### src/rtl/pcie_dll_pkg.sv
// Shared data-link-layer types and sequence-number helpers (12-bit, modulo 4096).
package pcie_dll_pkg;
  localparam int SEQ_WIDTH = 12;
  localparam int SEQ_MOD   = 1 << SEQ_WIDTH;
  // Default replay timeout for Gen1/Gen2 x1 links, in clk cycles.
  localparam int DEF_REPLAY_TIMER_LIMIT = 711;

  typedef logic [SEQ_WIDTH-1:0] seq_t;
  typedef enum logic {IDLE, REPLAY} replay_state_e;

  function automatic seq_t seq_diff(input seq_t a, input seq_t b);
    return seq_t'((int'(a) - int'(b) + SEQ_MOD) % SEQ_MOD);
  endfunction

  // An AckNak_Seq_Num is acceptable if it lies no further past the
  // acknowledged point than the number of outstanding TLPs.
  function automatic logic seq_in_window(input seq_t seq, input seq_t base, input seq_t span);
    return seq_diff(seq, base) <= span;
  endfunction
endpackage

### src/rtl/dll_replay_timer.sv
// Free-running timeout counter with enable/clear; restarts at 0 after expiring.
module dll_replay_timer #(
  parameter int LIMIT = 711,
  localparam int W    = $clog2(LIMIT + 1)
) (
  input  logic clk_i,
  input  logic rst_i,
  input  logic en,
  input  logic clr,
  output logic expire
);
  logic [W-1:0] count;

  assign expire = (count == W'(LIMIT));

  always_ff @(posedge clk_i or posedge rst_i) begin
    if (rst_i)                count <= '0;
    else if (clr || expire)   count <= '0;
    else if (en)              count <= count + W'(1);
  end
endmodule

### src/rtl/dllp_replay_ctrl.sv
// Transmit-side replay controller: sequence tracking, ACK/NAK purge, replay timer/REPLAY_NUM.
// Optional replay/NAK statistics counters under DLLP_REPLAY_STATS_EN.
module dllp_replay_ctrl
  import pcie_dll_pkg::*;
#(
  parameter int RETRY_DEPTH        = 256,
  parameter int INDEX_WIDTH        = 8,
  parameter int REPLAY_TIMER_LIMIT = DEF_REPLAY_TIMER_LIMIT,
  parameter int REPLAY_NUM_MAX     = 3
) (
  input  logic                   clk_i,
  input  logic                   rst_i,
  input  logic                   tlp_sent_i,
  input  logic [SEQ_WIDTH-1:0]   tlp_seq_i,
  input  logic                   ack_valid_i,
  input  logic                   ack_is_nak_i,
  input  logic [SEQ_WIDTH-1:0]   ack_seq_i,
  input  logic                   retry_done_i,
  output logic                   retry_available_o,
  output logic [INDEX_WIDTH-1:0] retry_index_o,
  output logic [SEQ_WIDTH-1:0]   acked_seq_o,
  output logic [INDEX_WIDTH:0]   outstanding_o,
  output logic                   tx_full_o,
  output logic                   retrain_req_o,
`ifdef DLLP_REPLAY_STATS_EN
  output logic [15:0]            replay_cnt_o,
  output logic [15:0]            nak_cnt_o,
`endif
  output logic                   seq_err_o
);
  localparam int RN_W = $clog2(REPLAY_NUM_MAX + 2);

  replay_state_e   state, state_nxt;
  seq_t            acked_seq, next_seq, acked_nxt, next_nxt, outs, outs_nxt;
  logic [RN_W-1:0] replay_num, rn_base, replay_num_nxt;
  logic            pending, pending_nxt, retrain_nxt, start_replay;
  logic            tlp_ok, ack_ok, progress, nak_ok, seq_err_nxt;
  logic            tmr_en, tmr_clr, tmr_expire, timeout;

  assign outs      = seq_diff(next_seq, acked_seq + seq_t'(1));
  assign tx_full_o = (outs == seq_t'(RETRY_DEPTH));

  assign tlp_ok   = tlp_sent_i && (tlp_seq_i == next_seq) && !tx_full_o;
  // Window check uses the pre-update outstanding count.
  assign ack_ok   = ack_valid_i && seq_in_window(ack_seq_i, acked_seq, outs);
  assign progress = ack_ok && (ack_seq_i != acked_seq);
  assign nak_ok   = ack_ok && ack_is_nak_i;
  assign seq_err_nxt = (tlp_sent_i && !tlp_ok) || (ack_valid_i && !ack_ok);

  assign acked_nxt = progress ? ack_seq_i : acked_seq;
  assign next_nxt  = tlp_ok ? next_seq + seq_t'(1) : next_seq;
  assign outs_nxt  = seq_diff(next_nxt, acked_nxt + seq_t'(1));

  assign tmr_en  = (outs != '0) && (state == IDLE);
  assign tmr_clr = progress || (outs == '0) || ((state == REPLAY) && retry_done_i);
  assign timeout = tmr_expire && !progress;

  dll_replay_timer #(.LIMIT(REPLAY_TIMER_LIMIT)) u_timer (
    .clk_i  (clk_i),
    .rst_i  (rst_i),
    .en     (tmr_en),
    .clr    (tmr_clr),
    .expire (tmr_expire)
  );

  always_ff @(posedge clk_i or posedge rst_i) begin
    if (rst_i) state <= IDLE;
    else       state <= state_nxt;
  end

  always_comb begin
    state_nxt      = state;
    rn_base        = progress ? '0 : replay_num;
    replay_num_nxt = rn_base;
    pending_nxt    = pending;
    retrain_nxt    = 1'b0;
    start_replay   = 1'b0;
    case (state)
      IDLE: begin
        if (nak_ok || timeout || pending) begin
          pending_nxt = 1'b0;
          // Nothing left to resend: the request is simply consumed.
          if (outs_nxt != '0) begin
            start_replay = 1'b1;
            state_nxt    = REPLAY;
            if (rn_base == RN_W'(REPLAY_NUM_MAX)) begin
              replay_num_nxt = '0;
              retrain_nxt    = 1'b1;
            end else begin
              replay_num_nxt = rn_base + RN_W'(1);
            end
          end
        end
      end
      REPLAY: begin
        if (nak_ok || timeout) pending_nxt = 1'b1;
        if (retry_done_i)      state_nxt   = IDLE;
      end
      default: state_nxt = IDLE;
    endcase
  end

  always_ff @(posedge clk_i or posedge rst_i) begin
    if (rst_i) begin
      acked_seq     <= '1;
      next_seq      <= '0;
      replay_num    <= '0;
      pending       <= 1'b0;
      retry_index_o <= '0;
      retrain_req_o <= 1'b0;
      seq_err_o     <= 1'b0;
    end else begin
      acked_seq     <= acked_nxt;
      next_seq      <= next_nxt;
      replay_num    <= replay_num_nxt;
      pending       <= pending_nxt;
      retrain_req_o <= retrain_nxt;
      seq_err_o     <= seq_err_nxt;
      // Frozen during replay so tlp2dllp reads out from a stable start slot.
      if (state != REPLAY)
        retry_index_o <= INDEX_WIDTH'(acked_nxt + seq_t'(1));
    end
  end

  assign retry_available_o = (state == REPLAY);
  assign acked_seq_o       = acked_seq;
  assign outstanding_o     = outs[INDEX_WIDTH:0];

`ifdef DLLP_REPLAY_STATS_EN
  always_ff @(posedge clk_i or posedge rst_i) begin
    if (rst_i) begin
      replay_cnt_o <= '0;
      nak_cnt_o    <= '0;
    end else begin
      if (start_replay && replay_cnt_o != 16'hFFFF) replay_cnt_o <= replay_cnt_o + 16'd1;
      if (nak_ok && nak_cnt_o != 16'hFFFF)          nak_cnt_o    <= nak_cnt_o + 16'd1;
    end
  end
`endif
endmodule
### config.mk
export PLATFORM = sky130hd
export DESIGN_NAME = dllp_replay_ctrl
export DESIGN_NICKNAME = d
export VERILOG_FILES = /design/src/rtl/pcie_dll_pkg.sv /design/src/rtl/dll_replay_timer.sv /design/src/rtl/dllp_replay_ctrl.sv
export SDC_FILE = /design/constraint.sdc
export NUM_CORES = 1
export LEC_CHECK = 0
export CORE_ASPECT_RATIO = 1.1
export CORE_UTILIZATION = 55
export CTS_BUF_LIST = sky130_fd_sc_hd__clkbuf_2 sky130_fd_sc_hd__clkbuf_4 sky130_fd_sc_hd__clkbuf_8
export DETAILED_ROUTE_END_ITERATION = 16
export HOLD_SLACK_MARGIN = 0.1
export PLACE_DENSITY = 0.85
export SLEW_MARGIN = 30
export SYNTH_ARGS = -nofsm -noshare
export SYNTH_HDL_FRONTEND = slang
export SYNTH_SLANG_ARGS = --single-unit
### constraint.sdc
create_clock -name clk_i -period 20.8 [get_ports clk_i]
set_input_delay 3.12 -clock clk_i [delete_from_list [all_inputs] [get_ports clk_i]]
set_output_delay 3.12 -clock clk_i [all_outputs]
set_load 0.01 [all_outputs]
==> reports/metrics.cfg <==
[route]
vias=4073
ant_nets=0
drt-initial-drc-count=247
dr.pass1.iters=5
post-route-drc-count=0
wirelength_microns=11500
via_per_inst=5.84
wl_per_cell_microns=16.6

[power]
total_power_uw=978
ir_worst_vdd_v=0.000107
power_density_nw_per_um2=185
leakage_uw=0.00246

[synthesis]
synth-async-reset-ratio_pct=100
ys_ff_latch=49
synth.top_cell.area_share_pct=20.7
yosysWarnings=0
synth_top_area_cell=dfrtp_1
synth_flop_cell=dfrtp_1
synth.top_cells.by_area=dfrtp_1 (21%), ha_1 (14%), dfstp_2 (7.1%)
ys_seq_area_share_pct=27.8
avgSynthCellArea_sq_um=8.48
synth_edf_count=0
syn_inst=527
synth_cell_types=63
syn-cell-area_sq_um=4470
synth_fp_nets=609

[sta]
setup_violations=0
fin_skew_ns=0.00909
slew_viol_final=0
setup_ws_ns=10.36
fmax_ghz=0.0958
hold_ws_ns=0.495
setup_tns_ns=0
worst_pin_slew_ns=0.630
post-route-period-util_pct=50.2
finalHoldViolCount=0
rsz0062_at_grt=no
fin_crit_ns=10.44
slew_headroom_pct=58.0

[finish]
num-nets-final=670
nFillCells=600
multi_input_area_sq_um=3010
final_common_cell=clkdlybuf4s50_1
seq_area_sq_um=1240
drive_above_1_share_pct=5.77
syn2layout_area_growth_pct=18.5
n_antenna_cell=0
final_cell_mix=clkdlybuf4s50_1 (62), nor2_1 (50), ha_1 (49)

[critical_path]
cp.arrival_ns=10.65
path_buf_inv=3
critPathCaptureType=register
worstPathMaxFanout=38
crit_path_start_kind=primary input
crit_required_ns=21.00
r2r_slack_ns=13.12
critPathKind=primary input to register
path_delay_family=compound AO/OA/AOI/OAI gates
critPathSlowestCell=clkdlybuf4s50_1
worst_path_most_repeated_cell=o21ai_0
max_stage_delay_ns=0.52

[min_path]
worstHoldPathType=register to register

[floorplanning]
rows=34
start_util_pct=56.8
core_sq_um=7870
die_h_microns=96.5
pin_count=63
dieArea_sq_um=8490
die_w_microns=87.9

[grt]
antenna_found_initial=0
grt_pass1_wl_microns=18400
grt_max_degree=50
grt_overflow=0
grt_pass1_vias=3896
grt_usage_pct=28.4

[cts]
path_clk_slew_ns=0.10
cts_sinks=49
htree_levels=2
clockBufferDepth=2
clock_latency_ns=0.31
post_cts_buffers=0
cts_tree=built
cts-resized-gates=0
cts_hold_buf=0
numCtsBuffers=5
clockRootBuffer=clkbuf_8

[outcome]
outcome=finished, final reports clean

[placed_design]
dpl.hpwl_microns=9350
place_ws_ns=10.17
io_buffer_count=62
gp_congestion=0.945

[flow_run]
maxCapViolations=0

-- report_power, final --
group / internal (uW) / switching, uW
registers: 134 / 23.7
logic: 324 / 436
clock network: 27.0 / 33.4
-- final timing paths --
check / to / start / cells past startpoint
worst min register to register: retry_index_o[1]$_DFFE_PP0N_ / retry_index_o[1]$_DFFE_PP0N_ / 2
worst max-delay path: replay_num[1]$_DFF_PP0_ / ack_seq_i[0] / 34
worst min-delay path: retry_index_o[1]$_DFFE_PP0N_ / retry_index_o[1]$_DFFE_PP0N_ / 2
max in group asynchronous: retry_index_o[0]$_DFFE_PP0N_ / rst_i / 2
worst max register to register: replay_num[1]$_DFF_PP0_ / acked_seq_o[1]$_DFF_PP1_ / 32
min in group asynchronous: retrain_req_o$_DFF_PP0_ / rst_i / 2
-- synthesized netlist by cell type, types with 8 or more instances --
cell	instances
nor2_1	50
ha_1	49
inv_1	47
dfrtp_1	37
nand2_1	37
xor2_1	34
o21ai_0	33
a21oi_1	30
xnor2_1	28
nand3_1	21
nand4_1	14
dfstp_2	12
nor2b_1	10
and3_1	8
nand2b_1	8
-- cells by family (layout without fill, tap and decap cells) --
logic type / count (synthesis) / in the layout / synth area share [%]
and+or+nand+nor: 184 / 184 / 20.8
AOI/OAI and AO/OA: 111 / 111 / 16.1
xor gates and xnor gates: 64 / 64 / 13.1
buffers and inverters: 58 / 120 / 4.96
adders and majority gates: 52 / 52 / 15.1
DFF: 49 / 49 / 27.8
muxes: 9 / 9 / 2.10
-- cell type report --
| cell class | count | share of cell area (%) |
|---|---|---|
| clock inverters | 2 | 0.260 |
| well taps | 108 | 2.55 |
| flip-flops and latches | 49 | 23.5 |
| multi-input cells | 420 | 56.8 |
| clock buffers | 6 | 1.56 |
| inverters | 49 | 3.52 |
| repair buffers | 63 | 11.9 |
-- state kept, by name, summed over array words and instances, names as in the netlist --
name / count
acked_seq_o: 12
next_seq: 12
pending: 1
replay_num: 3
retrain_req_o: 1
retry_available_o: 1
retry_index_o: 8
seq_err_o: 1
u_timer.count: 10
-- layer usage --
metal / GRT usage [%] / vias up / share of wire (%)
met5: 0 / - / 0
met4: 13.5 / 0 / 3.8
met2: 49.7 / 154 / 49
met1: 35.4 / 1919 / 43
li1: - / 1972 / -
met3: 2.21 / 28 / 4.2
-- tightest hold or removal path: stages (launching register included) --
cell     delay (ns)
dfrtp_1        0.35
nand2_1        0.05
o21ai_0        0.06
-- stage by stage --
stage / cell area [sq um] / util [%] / instances
5_1_grt: 5290 / 67.2 / 697
3_5_place_dp: 5200 / 66.0 / 689
4_1_cts: 5290 / 67.2 / 697
3_3_place_gp: 5190 / 66.0 / 689
2_1_floorplan: 4470 / - / 527
6_report: 5290 / 67.2 / 697
No activity file was read; power rests on OpenSTA's default activity.
